<file path="config.mk">
export PLATFORM = sky130hd
export DESIGN_NAME = i2c_bus_recovery
export DESIGN_NICKNAME = d
export VERILOG_FILES = /design/src/rtl/i2c_bus_recovery.sv
export SDC_FILE = /design/constraint.sdc
export NUM_CORES = 1
export LEC_CHECK = 0
export CAP_MARGIN = 20
export CORE_ASPECT_RATIO = 0.7
export CORE_MARGIN = 2
export CORE_UTILIZATION = 40
export DETAILED_ROUTE_END_ITERATION = 8
export DONT_BUFFER_PORTS = 1
export HOLD_SLACK_MARGIN = 0.15
export PLACE_DENSITY_LB_ADDON = 0.2
export SYNTH_ARGS = -nofsm -noshare
export SYNTH_HDL_FRONTEND = slang
export SYNTH_SLANG_ARGS = --single-unit
</file>
<file path="constraint.sdc">
create_clock -name clock -period 1.8 [get_ports clock]
set_input_delay 0.09 -clock clock [delete_from_list [all_inputs] [get_ports clock]]
set_output_delay 0.09 -clock clock [all_outputs]
set_load 0.05 [all_outputs]
</file>
<file path="src/rtl/i2c_bus_recovery.sv">
// I2C bus-clear sequencer: clocks SCL until a stuck slave releases SDA, then issues a STOP.
// Define I2C_RECOVERY_STRETCH_EN to honour slave clock stretching with a bounded wait.
module i2c_bus_recovery #(
    parameter int unsigned HALF_PERIOD = 250,
    parameter int unsigned MAX_PULSES  = 9
) (
    input  logic       clock,
    input  logic       rst_n,
    input  logic       trigger,
    input  logic       sda_in,
    input  logic       scl_in,
    output logic       scl_oe,
    output logic       sda_oe,
    output logic       busy,
    output logic       done,
    output logic       fail,
    output logic [3:0] pulse_count
);
    localparam int unsigned CW = $clog2(HALF_PERIOD);
    localparam logic [CW-1:0] CntLast = CW'(HALF_PERIOD - 1);
    localparam logic [3:0] PulseMax = 4'(MAX_PULSES);

    typedef enum logic [3:0] {
        StIdle, StCheck, StSclLow, StSclHigh,
        StStopA, StStopB, StStopC, StStopD, StDone, StFail
    } state_e;

    state_e        state, state_next;
    logic [CW-1:0] cnt;
    logic          trig_d, sda_m, sda_s;
    logic          edge_seen, phase_end, high_end, stall, stretch_to;
    logic [3:0]    pulse_inc;

`ifdef I2C_RECOVERY_STRETCH_EN
    localparam int unsigned SW = $clog2(4 * HALF_PERIOD);
    localparam logic [SW-1:0] StretchLast = SW'(4 * HALF_PERIOD - 1);

    logic          scl_m, scl_s;
    logic [SW-1:0] stretch_cnt;

    // Stretch budget counts consecutive low cycles of SCL in a released-SCL state.
    always_ff @(posedge clock) begin
        if (!rst_n) begin
            scl_m       <= 1'b1;
            scl_s       <= 1'b1;
            stretch_cnt <= '0;
        end else begin
            scl_m <= scl_in;
            scl_s <= scl_m;
            if (state_next != state || !stall) begin
                stretch_cnt <= '0;
            end else if (stretch_cnt != StretchLast) begin
                stretch_cnt <= stretch_cnt + SW'(1);
            end
        end
    end

    assign stall      = (state == StSclHigh || state == StStopC || state == StStopD) && !scl_s;
    assign stretch_to = stall && (stretch_cnt == StretchLast);
`else
    logic unused_scl;
    assign unused_scl = scl_in;
    assign stall      = 1'b0;
    assign stretch_to = 1'b0;
`endif

    assign edge_seen = trigger & ~trig_d;
    assign phase_end = (cnt == CntLast);
    assign high_end  = (state == StSclHigh) && phase_end && !stall;
    assign pulse_inc = (pulse_count >= PulseMax) ? PulseMax : pulse_count + 4'd1;

    always_comb begin
        state_next = state;
        unique case (state)
            StIdle:    if (edge_seen) state_next = StCheck;
            StCheck:   state_next = sda_s ? StStopA : StSclLow;
            StSclLow:  if (phase_end) state_next = StSclHigh;
            StSclHigh: begin
                if (stretch_to) begin
                    state_next = StFail;
                end else if (high_end) begin
                    // SDA release takes priority over hitting the pulse limit.
                    if (sda_s)                        state_next = StStopA;
                    else if (pulse_inc == PulseMax)   state_next = StFail;
                    else                              state_next = StSclLow;
                end
            end
            StStopA:   if (phase_end) state_next = StStopB;
            StStopB:   if (phase_end) state_next = StStopC;
            StStopC: begin
                if (stretch_to)                  state_next = StFail;
                else if (phase_end && !stall)    state_next = StStopD;
            end
            StStopD: begin
                if (stretch_to)                  state_next = StFail;
                else if (phase_end && !stall)    state_next = StDone;
            end
            StDone:    state_next = StIdle;
            StFail:    state_next = StIdle;
            default:   state_next = StIdle;
        endcase
    end

    always_ff @(posedge clock) begin
        if (!rst_n) begin
            state       <= StIdle;
            cnt         <= '0;
            trig_d      <= 1'b0;
            sda_m       <= 1'b1;
            sda_s       <= 1'b1;
            pulse_count <= 4'd0;
            scl_oe      <= 1'b0;
            sda_oe      <= 1'b0;
            busy        <= 1'b0;
            done        <= 1'b0;
            fail        <= 1'b0;
        end else begin
            trig_d <= trigger;
            sda_m  <= sda_in;
            sda_s  <= sda_m;
            state  <= state_next;

            if (state_next != state || stall) begin
                cnt <= '0;
            end else if (!phase_end) begin
                cnt <= cnt + CW'(1);
            end

            if (state == StIdle && edge_seen) begin
                pulse_count <= 4'd0;
            end else if (high_end && !stretch_to) begin
                pulse_count <= pulse_inc;
            end

            // Outputs are decoded from the next state so they change with the state register.
            scl_oe <= (state_next == StSclLow) || (state_next == StStopA) ||
                      (state_next == StStopB);
            sda_oe <= (state_next == StStopB) || (state_next == StStopC);
            busy   <= (state_next != StIdle);
            done   <= (state_next == StDone);
            fail   <= (state_next == StFail);
        end
    end
endmodule
</file>
==> summary.md <==
| Metric | Value |
|---|---|
| Run status | `completed` |
| Highest cell delay on the worst timing path | `between 500 and 600 ps` |
| Top post-synthesis cells by count | `sky130_fd_sc_hd__nor2_1, sky130_fd_sc_hd__dfxtp_1, sky130_fd_sc_hd__a21oi_1, sky130_fd_sc_hd__inv_1` |
| Class of the most critical hold timing path | `primary input to register` |
| Async set or reset register ratio after synthesis | `0%` |
| TritonCTS clock tree | `yes` |
| Clock net sink count | `24` |
| Setup slack of the worst register-to-register path | `around 38 ps` |
| Measured slew at the worst slew-check pin | `487 ps` |
| ANT nets after route | `0` |
| Slowest library cell on the worst path | `sky130_fd_sc_hd__or4_4` |
| Synth Flop Type | `sky130_fd_sc_hd__dfxtp_1` |
| RSZ-0062 raised after global routing | `true` |
| Static leakage | `0.644 nW` |
| Total core area | `just over 0.003 mm2` |
| Crit Reg-Reg Endpoint | `done` |
| Global route overflow | `0` |
| Hpwl dp | `around 2100 um` |
| Number of global-route vias before repair | `between 1,000 and 1,500` |
| Net count after synthesis | `153` |
| Startpoint of the worst-slack reg-to-reg timing path | `cnt[1]` |
| Final WS setup | `37.7 ps` |
| Cells taking the most area after synthesis | `sky130_fd_sc_hd__dfxtp_1, sky130_fd_sc_hd__nor2_1, sky130_fd_sc_hd__ha_1` |
| Remaining routing DRC violations | `0` |
| Capture endpoint of the worst hold path | `done` |
| Area enclosed by the die boundary | `about 0.0037 mm2` |
| Portion of the post-synthesis area used by sequential elements | `37.4%` |
| Max Cap Violations | `0` |
| Highest fanout seen on the critical path | `7` |
| HP Start | `trigger` |
| Unique masters post-synth | `between 50 and 60` |
| Fraction of synthesized cell area taken by the top area cell type | `between 30% and 40%` |
| Post-detailed-route via-to-cell ratio | `5.58` |
| Maximum number of pins on one net before global-route repair | `13` |
| Row Count | `17` |
| Total power consumption of the routed design | `around 1.1 mW` |
| Flops & latches, synth | `24` |
| Max Root-Sink Buffers | `2` |
| Die Ht | `51.4 um` |
| Filler Cells Inserted | `263` |
| Top-level port count | `14` |
| Placer's final routability congestion estimate | `about 0.9` |
| Cell class contributing the biggest share of worst-path delay | `simple AND/OR/NAND/NOR gates` |
| Post-placement setup slack | `-13.1 ps` |
| Clock transition at the registers of the reported paths | `~90 ps` |
| Clock buffers created by TritonCTS | `3` |
| 1st-pass router iterations | `5` |
| Final clock skew | `7.52 ps` |
| Path depth of the worst reg2reg path | `6` |
| Library cell with the highest instance count after synthesis | `sky130_fd_sc_hd__nor2_1` |
| Synthesis-to-finish area growth | `32.8%` |
| Area taken by flip-flops and latches | `just under 500 um2` |
| Number of max-slew violations in the final report | `0` |
| Worst path cell trace | `inv_2 > ha_4 > nand4b_4 > or2_4 > or4_4 > nor2_2` |
| Count of buffers from port buffering | `0` |
| Final setup viols | `0` |
| Via total after detailed routing | `1,161` |
| Max rail drop VDD | `between 400 and 500 uV` |
| Hold violation count in the final report | `0` |
| Top achievable clock speed | `approximately 0.57 GHz` |
| Final period demand of the worst path | `between 1500 and 2000 ps` |
| Setup Total Neg Slack | `0 ps` |
| Required @ worst endpoint | `about 2000 ps` |
| CTS HTree Levels | `1` |
| Clock latency reported for the late side of the worst-skew pair | `~270 ps` |
| Final cycle utilization of the critical path | `97.9%` |
| Cell area after synthesis | `0.00128 mm2` |
| Effective utilization at floorplan | `41.4%` |
| Total number of yosys warnings | `0` |
| Kind of start point of the critical path | `register` |
| Footprint of the multi-input gates | `a little under 900 um2` |
| Pwr per Cell Area | `between 600 and 700 mW/mm2` |
| Wire length of the first global-routing pass | `roughly 5000 um` |
| Width of the chip | `between 70 and 80 um` |
| Share of layout cells above drive strength 1 | `34.7%` |
| Total global-route track usage | `between 10% and 20%` |
| Number of instances on the worst hold path | `3` |
| Type of element capturing the critical path | `register` |
| Count of buffering cells on the critical path with inverters included | `1` |
| NumNets Final | `about 180` |
| Average wire length per cell after detail routing | `14.9 um` |
| Synthesized instance count | `between 100 and 150` |
| WS Path Type | `register to register` |
| # diodes | `0` |
| Syn avg cell area | `between 8 and 9 um2` |
| Count of flip-flops with a built-in enable after synthesis | `0` |
| Clock root cell | `sky130_fd_sc_hd__clkbuf_8` |
| Routed wire length | `3110 um` |
| Area leader, netlist | `sky130_fd_sc_hd__dfxtp_1` |
| Max transition margin | `between 60% and 70%` |
| Data arrival at the endpoint of the critical path | `roughly 2000 ps` |
| DRC marker count from the first detailed-route iteration | `109` |
| Initial antenna violation count | `0` |
-- area by class of cell --
cell class,count,share of cell area (%)
inverter,8,1.76
sequential,24,28.4
clock buffer,3,2.42
multi-input combinational,108,51.8
tap,38,2.79
timing repair buffer,27,12.8
-- kinds of logic after synthesis --
kind of cell             synth area share [%]
buffers and inverters                    4.28
AND/OR/NAND/NOR                          26.8
XOR/XNOR                                 4.77
AO/OA/AOI/OAI                            21.1
multiplexers                            0.779
adder cells (fa/ha/maj)                  4.87
flip-flops                               37.4
-- state kept, by name, indices dropped and copies added, names as in the netlist --
signal / cells
fail: 1
pulse_count: 4
sda_m: 1
done: 1
state: 4
scl_oe: 1
cnt: 8
sda_oe: 1
trig_d: 1
sda_s: 1
busy: 1
-- power by group --
part	switching (mW)	total [mW]	internal, mW
Combinational	0.102	0.193	0.0905
Clock	0.172	0.322	0.150
Sequential	0.0429	0.595	0.552
-- per-layer routing --
| metal | vias up | GRT usage (%) | routed length (um) |
|---|---|---|---|
| li1 | 573 | - | - |
| met1 | 542 | 23.6 | 1440 |
| met2 | 42 | 28.5 | 1420 |
| met3 | 4 | 5.33 | 202 |
| met4 | 0 | 7.55 | 42 |
| met5 | - | 0 | 0 |
-- cells in the final DEF, fill, tap and decap left out, types with 2 or more instances in the layout --
cell                            instances
sky130_fd_sc_hd__nand3b_1               3
sky130_fd_sc_hd__ha_1                   4
sky130_fd_sc_hd__o311ai_4               2
sky130_fd_sc_hd__o21ai_0                3
sky130_fd_sc_hd__o211ai_1               2
sky130_fd_sc_hd__dfxtp_1               20
sky130_fd_sc_hd__inv_1                  7
sky130_fd_sc_hd__a21oi_1                8
sky130_fd_sc_hd__nand3_1                2
sky130_fd_sc_hd__clkbuf_8               3
sky130_fd_sc_hd__or2_4                  2
sky130_fd_sc_hd__dlygate4sd3_1          3
sky130_fd_sc_hd__buf_6                  2
sky130_fd_sc_hd__buf_4                 22
sky130_fd_sc_hd__xnor2_1                6
sky130_fd_sc_hd__nor2b_1                2
sky130_fd_sc_hd__nand2_1                5
sky130_fd_sc_hd__nor2_1                25
sky130_fd_sc_hd__nand2b_1               4
sky130_fd_sc_hd__dfxtp_2                4
-- per-stage QoR --
stage	cell area, um2	hold WS [ps]	instances	util, %
CTS	1560	263	205	50.1
floorplan	1290	163	143	-
finish	1710	287	208	55.0
detailed placement	1480	169	199	47.6
global route	1710	293	208	55.0
global placement	1480	165	199	47.6
-- tightest hold or removal path, stage by stage --
cell and delay (ps):
sky130_fd_sc_hd__nand4b_1 220, sky130_fd_sc_hd__o311ai_4 160, sky130_fd_sc_hd__nor2_2 50
-- repair_timing --
action                                 4_1_cts  5_1_grt
hold buffers                                 3        0
pin swaps                                    0       10
gates cloned                                 0        1
setup endpoints to repair                    3       16
buffers inserted                             0        2
gates resized for setup                      1       27
endpoints found under the hold margin       14        0
-- worst max-delay path by stage --
| stage | startpoint | endpoint | slack (ps) | cells past startpoint |
|---|---|---|---|---|
| after detailed placement | cnt[1] | sda_oe | -10 | 7 |
| after global placement | cnt[1] | busy | -20 | 6 |
| after CTS | cnt[1] | busy | -20 | 6 |
| after global routing | cnt[1] | pulse_count[2] | -20 | 7 |
| after floorplan | cnt[1] | scl_oe | -9 | 8 |
| final | cnt[1] | done | 40 | 6 |
Power figures use the tool's default switching activity.
